## src/rtl/plab5_mcore_mem_req_net_arb_pkg.sv

```systemverilog
// Shared types and constants for the domain-aware memory request network arbiter.
// State encoding, domain tags and the one-hot grant helper.
package plab5_mcore_mem_req_net_arb_pkg;

  typedef enum logic [1:0] {
    ST_IDLE  = 2'd0,
    ST_FULL  = 2'd1,
    ST_SCRUB = 2'd2
  } state_t;

  localparam logic DOM_NORMAL = 1'b0;
  localparam logic DOM_SECURE = 1'b1;

  localparam int P_CTRL_NBITS = 76;
  localparam int P_DATA_NBITS = 32;

  function automatic logic [1:0] idx2gnt(input logic idx);
    return idx ? 2'b10 : 2'b01;
  endfunction

endpackage

```

## src/rtl/plab5_mcore_mem_req_net_arb_if.sv

```systemverilog
// Two split-message request ports, one shared network injection port, and the grant.
// slave: the arbiter; master: the requesters plus the network side.
interface plab5_mcore_mem_req_net_arb_if #(
  parameter int p_ctrl_nbits = 76,
  parameter int p_data_nbits = 32
);
  logic                    in0_val;
  logic                    in0_rdy;
  logic                    in0_domain;
  logic [p_ctrl_nbits-1:0] in0_msg_control;
  logic [p_data_nbits-1:0] in0_msg_data;

  logic                    in1_val;
  logic                    in1_rdy;
  logic                    in1_domain;
  logic [p_ctrl_nbits-1:0] in1_msg_control;
  logic [p_data_nbits-1:0] in1_msg_data;

  logic                    out_val;
  logic                    out_rdy;
  logic                    out_domain;
  logic [p_ctrl_nbits-1:0] out_msg_control;
  logic [p_data_nbits-1:0] out_msg_data;

  logic [1:0]              grant;

  modport slave (
    input  in0_val, in0_domain, in0_msg_control, in0_msg_data,
    input  in1_val, in1_domain, in1_msg_control, in1_msg_data,
    input  out_rdy,
    output in0_rdy, in1_rdy,
    output out_val, out_domain, out_msg_control, out_msg_data,
    output grant
  );

  modport master (
    output in0_val, in0_domain, in0_msg_control, in0_msg_data,
    output in1_val, in1_domain, in1_msg_control, in1_msg_data,
    output out_rdy,
    input  in0_rdy, in1_rdy,
    input  out_val, out_domain, out_msg_control, out_msg_data,
    input  grant
  );

endinterface

```

## src/rtl/plab5_mcore_rr_arb2.sv

```systemverilog
// Two-requester round-robin arbiter; combinational grant, pointer flips when the
// priority holder is served (en). lock forces grant to lock_gnt.
module plab5_mcore_rr_arb2
  import plab5_mcore_mem_req_net_arb_pkg::*;
(
  input  logic       clk,
  input  logic       reset,
  input  logic [1:0] req,
  input  logic       en,
  input  logic       lock,
  input  logic [1:0] lock_gnt,
  output logic [1:0] gnt
);

  logic ptr_q, ptr_d;

  always_comb begin
    gnt = 2'b00;
    if (lock)
      gnt = lock_gnt;
    else if (req[ptr_q])
      gnt = idx2gnt(ptr_q);
    else if (req[!ptr_q])
      gnt = idx2gnt(!ptr_q);
  end

  // Only a win by the priority holder passes priority to the other side.
  always_comb begin
    ptr_d = ptr_q;
    if (en && gnt[ptr_q])
      ptr_d = !ptr_q;
  end

  always_ff @(posedge clk or posedge reset) begin
    if (reset) ptr_q <= 1'b0;
    else       ptr_q <= ptr_d;
  end

endmodule

```

## src/rtl/plab5_mcore_mem_req_net_arb.sv

```systemverilog
// Shares one request injection port between two requesters; winner registered, 1-cycle latency.
// in_rdy only in a capture cycle; a domain change zeroes the data path for p_scrub_cycles bubbles.
module plab5_mcore_mem_req_net_arb
  import plab5_mcore_mem_req_net_arb_pkg::*;
#(
  parameter int p_ctrl_nbits   = P_CTRL_NBITS,
  parameter int p_data_nbits   = P_DATA_NBITS,
  parameter int p_scrub_cycles = 1
)(
  input logic                         clk,
  input logic                         reset,
  plab5_mcore_mem_req_net_arb_if.slave bus
);

  localparam int CNT_W = $clog2(p_scrub_cycles + 1);

  state_t                  state_q, state_d;
  logic                    out_val_q, out_val_d;
  logic                    out_dom_q, out_dom_d;
  logic [p_ctrl_nbits-1:0] out_ctrl_q, out_ctrl_d;
  logic [p_data_nbits-1:0] out_data_q, out_data_d;
  logic                    last_dom_q, last_dom_d;
  logic                    pend_dom_q, pend_dom_d;
  logic                    lock_q, lock_d;
  logic                    lock_idx_q, lock_idx_d;
  logic [CNT_W-1:0]        cnt_q, cnt_d;

  logic [1:0] req, gnt, lock_gnt;
  logic       lock_act, win_vld, win_idx, win_dom;
  logic       cap_opp, capture, mismatch;

  assign req      = {bus.in1_val, bus.in0_val};
  assign lock_gnt = idx2gnt(lock_idx_q);
  // The lock holds through SCRUB and into IDLE until the locked requester is served or withdraws.
  assign lock_act = lock_q && ((state_q == ST_SCRUB) || req[lock_idx_q]);

  plab5_mcore_rr_arb2 u_arb (
    .clk      (clk),
    .reset    (reset),
    .req      (req),
    .en       (capture),
    .lock     (lock_act),
    .lock_gnt (lock_gnt),
    .gnt      (gnt)
  );

  assign win_vld  = |gnt;
  assign win_idx  = gnt[1];
  assign win_dom  = win_idx ? bus.in1_domain : bus.in0_domain;
  assign cap_opp  = (state_q == ST_IDLE) || ((state_q == ST_FULL) && bus.out_rdy);
  assign capture  = cap_opp && win_vld && (win_dom == last_dom_q);
  assign mismatch = cap_opp && win_vld && (win_dom != last_dom_q);

  assign bus.in0_rdy         = capture && gnt[0];
  assign bus.in1_rdy         = capture && gnt[1];
  assign bus.grant           = gnt;
  assign bus.out_val         = out_val_q;
  assign bus.out_domain      = out_dom_q;
  assign bus.out_msg_control = out_ctrl_q;
  assign bus.out_msg_data    = out_data_q;

  always_comb begin
    state_d    = state_q;
    out_val_d  = out_val_q;
    out_dom_d  = out_dom_q;
    out_ctrl_d = out_ctrl_q;
    out_data_d = out_data_q;
    last_dom_d = last_dom_q;
    pend_dom_d = pend_dom_q;
    lock_d     = lock_q;
    lock_idx_d = lock_idx_q;
    cnt_d      = cnt_q;

    case (state_q)
      ST_IDLE, ST_FULL: begin
        if (cap_opp) begin
          if (capture) begin
            state_d    = ST_FULL;
            out_val_d  = 1'b1;
            out_dom_d  = win_dom;
            out_ctrl_d = win_idx ? bus.in1_msg_control : bus.in0_msg_control;
            out_data_d = win_idx ? bus.in1_msg_data    : bus.in0_msg_data;
            lock_d     = 1'b0;
          end else if (mismatch) begin
            state_d    = ST_SCRUB;
            out_val_d  = 1'b0;
            out_ctrl_d = '0;
            out_data_d = '0;
            pend_dom_d = win_dom;
            lock_d     = 1'b1;
            lock_idx_d = win_idx;
            cnt_d      = CNT_W'(p_scrub_cycles - 1);
          end else begin
            state_d   = ST_IDLE;
            out_val_d = 1'b0;
            lock_d    = 1'b0;
          end
        end
      end
      ST_SCRUB: begin
        if (cnt_q == '0) begin
          state_d    = ST_IDLE;
          last_dom_d = pend_dom_q;
        end else begin
          cnt_d = cnt_q - CNT_W'(1);
        end
      end
      default: state_d = ST_IDLE;
    endcase
  end

  always_ff @(posedge clk or posedge reset) begin
    if (reset) begin
      state_q    <= ST_IDLE;
      out_val_q  <= 1'b0;
      out_dom_q  <= DOM_NORMAL;
      out_ctrl_q <= '0;
      out_data_q <= '0;
      last_dom_q <= DOM_NORMAL;
      pend_dom_q <= DOM_NORMAL;
      lock_q     <= 1'b0;
      lock_idx_q <= 1'b0;
      cnt_q      <= '0;
    end else begin
      state_q    <= state_d;
      out_val_q  <= out_val_d;
      out_dom_q  <= out_dom_d;
      out_ctrl_q <= out_ctrl_d;
      out_data_q <= out_data_d;
      last_dom_q <= last_dom_d;
      pend_dom_q <= pend_dom_d;
      lock_q     <= lock_d;
      lock_idx_q <= lock_idx_d;
      cnt_q      <= cnt_d;
    end
  end

endmodule

```

## src/flat_wrapper.sv

```systemverilog
// flat-port wrapper written by rule: the top's interface ports become plain ports
module plab5_mcore_mem_req_net_arb_flat import plab5_mcore_mem_req_net_arb_pkg::*;
#(
  parameter int p_ctrl_nbits   = P_CTRL_NBITS,
  parameter int p_data_nbits   = P_DATA_NBITS,
  parameter int p_scrub_cycles = 1
)
  (clk, reset, bus_in0_val, bus_in0_domain, bus_in0_msg_control, bus_in0_msg_data, bus_in1_val, bus_in1_domain, bus_in1_msg_control, bus_in1_msg_data, bus_out_rdy, bus_in0_rdy, bus_in1_rdy, bus_out_val, bus_out_domain, bus_out_msg_control, bus_out_msg_data, bus_grant);
  plab5_mcore_mem_req_net_arb_if #(.p_ctrl_nbits(p_ctrl_nbits), .p_data_nbits(p_data_nbits)) bus_i ();
  input logic clk;
  input logic reset;
  input wire logic [$bits(bus_i.in0_val)-1:0] bus_in0_val;
  input wire logic [$bits(bus_i.in0_domain)-1:0] bus_in0_domain;
  input wire logic [$bits(bus_i.in0_msg_control)-1:0] bus_in0_msg_control;
  input wire logic [$bits(bus_i.in0_msg_data)-1:0] bus_in0_msg_data;
  input wire logic [$bits(bus_i.in1_val)-1:0] bus_in1_val;
  input wire logic [$bits(bus_i.in1_domain)-1:0] bus_in1_domain;
  input wire logic [$bits(bus_i.in1_msg_control)-1:0] bus_in1_msg_control;
  input wire logic [$bits(bus_i.in1_msg_data)-1:0] bus_in1_msg_data;
  input wire logic [$bits(bus_i.out_rdy)-1:0] bus_out_rdy;
  output wire logic [$bits(bus_i.in0_rdy)-1:0] bus_in0_rdy;
  output wire logic [$bits(bus_i.in1_rdy)-1:0] bus_in1_rdy;
  output wire logic [$bits(bus_i.out_val)-1:0] bus_out_val;
  output wire logic [$bits(bus_i.out_domain)-1:0] bus_out_domain;
  output wire logic [$bits(bus_i.out_msg_control)-1:0] bus_out_msg_control;
  output wire logic [$bits(bus_i.out_msg_data)-1:0] bus_out_msg_data;
  output wire logic [$bits(bus_i.grant)-1:0] bus_grant;
  assign bus_i.in0_val = bus_in0_val;
  assign bus_i.in0_domain = bus_in0_domain;
  assign bus_i.in0_msg_control = bus_in0_msg_control;
  assign bus_i.in0_msg_data = bus_in0_msg_data;
  assign bus_i.in1_val = bus_in1_val;
  assign bus_i.in1_domain = bus_in1_domain;
  assign bus_i.in1_msg_control = bus_in1_msg_control;
  assign bus_i.in1_msg_data = bus_in1_msg_data;
  assign bus_i.out_rdy = bus_out_rdy;
  assign bus_in0_rdy = bus_i.in0_rdy;
  assign bus_in1_rdy = bus_i.in1_rdy;
  assign bus_out_val = bus_i.out_val;
  assign bus_out_domain = bus_i.out_domain;
  assign bus_out_msg_control = bus_i.out_msg_control;
  assign bus_out_msg_data = bus_i.out_msg_data;
  assign bus_grant = bus_i.grant;
  plab5_mcore_mem_req_net_arb #(.p_ctrl_nbits(p_ctrl_nbits), .p_data_nbits(p_data_nbits), .p_scrub_cycles(p_scrub_cycles)) u_core (.clk(clk), .reset(reset), .bus(bus_i));
endmodule
```

## config.mk

```make
export PLATFORM = sky130hd
export DESIGN_NAME = plab5_mcore_mem_req_net_arb_flat
export DESIGN_NICKNAME = d
export VERILOG_FILES = /design/src/rtl/plab5_mcore_mem_req_net_arb_pkg.sv /design/src/rtl/plab5_mcore_mem_req_net_arb_if.sv /design/src/rtl/plab5_mcore_rr_arb2.sv /design/src/rtl/plab5_mcore_mem_req_net_arb.sv /design/src/flat_wrapper.sv
export SDC_FILE = /design/constraint.sdc
export NUM_CORES = 1
export LEC_CHECK = 0
export BUFFER_PORTS_ARGS = -buffer_cell sky130_fd_sc_hd__buf_2
export CORE_AREA = 4 4 130 132
export DETAILED_ROUTE_END_ITERATION = 16
export DIE_AREA = 0 0 134 136
export GPL_TIMING_DRIVEN = 0
export PLACE_DENSITY = 0.78
export REMOVE_ABC_BUFFERS = 1
export SLEW_MARGIN = 40
export SYNTH_ARGS = -nofsm -noshare
export SYNTH_HDL_FRONTEND = slang
export SYNTH_HIERARCHICAL = 1
export SYNTH_SLANG_ARGS = --single-unit
```

## constraint.sdc

```tcl
create_clock -name clk -period 3.7 [get_ports clk]
set_input_delay 0.185 -clock clk [delete_from_list [all_inputs] [get_ports clk]]
set_output_delay 0.185 -clock clk [all_outputs]
set_load 0.02 [all_outputs]
```

==> results.md <==
- Status: complete, no violations
- Reg-to-reg startpoint: u_core/lock_idx_q
- Largest net degree at the start of global routing: 67
- First-pass GRT wire length: 26.5 mm
- LEAKAGE: 4.64 nW
- Crit Path Class: register to register
- Area Growth Syn to Fin: 42.9%
- Startpoint types: register
- CP max FO: 15
- Critical path startpoint: u_core/lock_idx_q
- Post-route ant nets: 0
- CP arrival: 3590 ps
- Power per Cell Area: between 900 and 1000 mW/mm2
- Nets: around 1100
- GRT overflow: 0
- Die W: 134 um
- Synth warn: 6
- Post-Syn Area per Cell: 11.7 um2
- RSZ-0062 raised after global routing: false
- Worst min-delay path category: input port to register
- Setup Viol. Count Final: 0
- Min Hold Slack: 116 ps
- Post-synthesis sequential area ratio: 0.466
- Top-area cell type share of the netlist area: 0.466
- Synth area leaders: dfrtp_1 47%, o31ai_2 18%, mux2i_1 17%
- Top FF cell, synth: dfrtp_1
- DPL Wire Length: 13.3 mm
- Max_cap viols: 0
- CTS root buf: clkbuf_16
- Post-synth top cells: 117 x dfrtp_1, 112 x nand2_1, 109 x mux2i_1
- Drt total wl: 16.9 mm
- Die Span Y: roughly 140 um
- Synth Instances: 536
- Clk_skew: 9.53 ps
- Clock Latency Late Sink: 400 ps
- Via count: 5227
- Post-synth top area cell: dfrtp_1
- WP data required: 3980 ps
- DRT iter0 DRCs: about 200
- GPL Wtd Cong: 0.791
- PortBufs: about 340
- Maximum clock rate: 302 MHz
- CTS Sinks: between 100 and 150
- Hold Fails Final Rpt: 0
- Global-route usage over all layers: 0.181
- Htree depth: 4
- Antenna Diode Count: 0
- CP Capture Type: register
- Core ar.: 0.0157 mm2
- Synth Cell Area: between 0.006 and 0.007 mm2
- Non-Filler Instances: 1093
- 1st-pass router iterations: 4
- Initial antenna violation count: 1
- Routed WL per cell: 15.5 um
- Vias in the first global route: 5255
- DRC violations left: 0
- Initial Utilization: 0.400
- Synth Register Bits: 117
- Die area: 0.0182 mm2
- CTS Buf Count: 17
- Io pins: 337
- Num rows: 46
- Clock buffer depth: 2
- Netlist cell types: 32
- Post-synth ARST share: 1.00
- Max IR drop VDD: approximately 0.0004 V
- Slew headroom: 0.603
- Via-to-Cell Ratio: 4.78
- CTS tree: done
- Final-layout fill cell count: 1352
- Tcrit/Tclk final: 0.895
- Max-slew violation count: 0
- Dpl cells: about 1100
- Share of cells above drive strength 1: 0.559
- Worst-Margin Slew: just under 600 ps
- Hold path startpoint: bus_in0_msg_control[67]
- Most common cell in the netlist: dfrtp_1
- Final Critical Period: ~3300 ps
- Clk slew on worst S/H paths: 60 ps
- EDFF count, synth: 0
==> critical path, stage by stage (launching register included) <==
cell and delay [ps]:
dfrtp_1 410, mux2i_1 130, a21boi_1 330, nand2_1 180, o21ai_4 120, buf_8 210, mux2_4 370, xnor2_4 390
buf_8 240, buf_16 170, buf_16 160, buf_8 180, buf_8 180, o31ai_1 100
==> repair_timing <==
| item | in CTS | in global routing |
|---|---|---|
| hold buffers | 1 | 0 |
| setup endpoints to repair | 13 | 1 |
| pin swaps | 1 | 0 |
| endpoints found under the hold margin | 51 | 0 |
| buffers inserted | 1 | 0 |
| gates resized for setup | 0 | 1 |
==> placed cells by master (no fill, tap or decap), drive strengths merged <==
cell type and instances:
a21boi 2, a21o 2, a21oi 6, a32o 1, and3 2, buf 358
bufinv 4, clkbuf 18, clkinv 4, clkinvlp 3, dfrtp 117, dlygate4sd3 1
inv 7, mux2 3, mux2i 109, nand2 112, nand2b 4, nand3 1
nand3b 1, nor2 4, nor2b 2, nor3 1, o21ai 3, o22ai 1
o31ai 108, or3 1, xnor2 2
==> sequential cells by signal, indices dropped and copies added, names as in the netlist <==
register,flops
u_core/last_dom_q,1
u_core/bus.out_msg_control,76
u_core/bus.out_domain,1
u_core/u_arb/ptr_q,1
u_core/bus.out_val,1
u_core/lock_q,1
u_core/state_q,2
u_core/bus.out_msg_data,32
u_core/pend_dom_q,1
u_core/lock_idx_q,1
==> cell type report <==
cell class	count	area [um2]	area share
multi-input combinational	365	3060	0.340
clock inverter	14	200	0.0223
inverter	4	22.5	0.00251
clock buffer	18	439	0.0489
sequential	117	2930	0.326
timing repair buffer	359	2070	0.230
tap	216	270	0.0301
==> power breakdown <==
part           leakage (nW)  switching (W)  internal, W
logic                  2.82        0.00273      0.00180
clock network         0.304       0.000596      0.00115
registers              1.52       0.000236      0.00177
total                  4.64        0.00356      0.00472
==> logic make-up after synthesis <==
group           after synthesis  share of synthesized area
flops                       117                      0.466
buf+inv                      54                     0.0523
mux                         112                      0.180
compound gates              123                      0.216
simple gates                128                     0.0814
xor+xnor                      2                    0.00398
==> worst paths after layout <==
check / endpoint / slack [ps] / cells after the start
worst min register to register: u_core/bus.out_msg_control[66] / 470 / 2
min in group asynchronous: u_core/u_arb/ptr_q / 220 / 3
worst max register to register: u_core/bus.out_msg_control[51] / 390 / 13
max in group asynchronous: u_core/bus.out_msg_control[50] / 2700 / 4
worst min-delay path: u_core/bus.out_msg_control[67] / 120 / 3
worst max-delay path: u_core/bus.out_msg_control[51] / 390 / 13
==> per-stage QoR <==
step / instance area [um2] / util / setup WS (ps) / TNS, ps / total power (W)
after global routing: 8980 / 0.572 / 190 / 0 / 0.00880
after detailed placement: 8330 / 0.530 / -100 / -945 / 0.00659
final: 8980 / 0.572 / 388 / 0 / 0.00828
after CTS: 8980 / 0.572 / 215 / 0 / 0.00837
after floorplan: 5970 / - / -9780 / -1095440 / 0.00493
after global placement: 7920 / 0.504 / -12510 / -1509240 / 0.00630
==> routing by layer <==
metal,track usage,part of all wire,up-vias
li1,-,-,2603
met1,0.217,0.40,2393
met2,0.321,0.51,216
met3,0.0540,0.078,13
met4,0.0446,0.011,2
met5,0,0.00077,-
No activity file was read; power rests on OpenSTA's default activity.
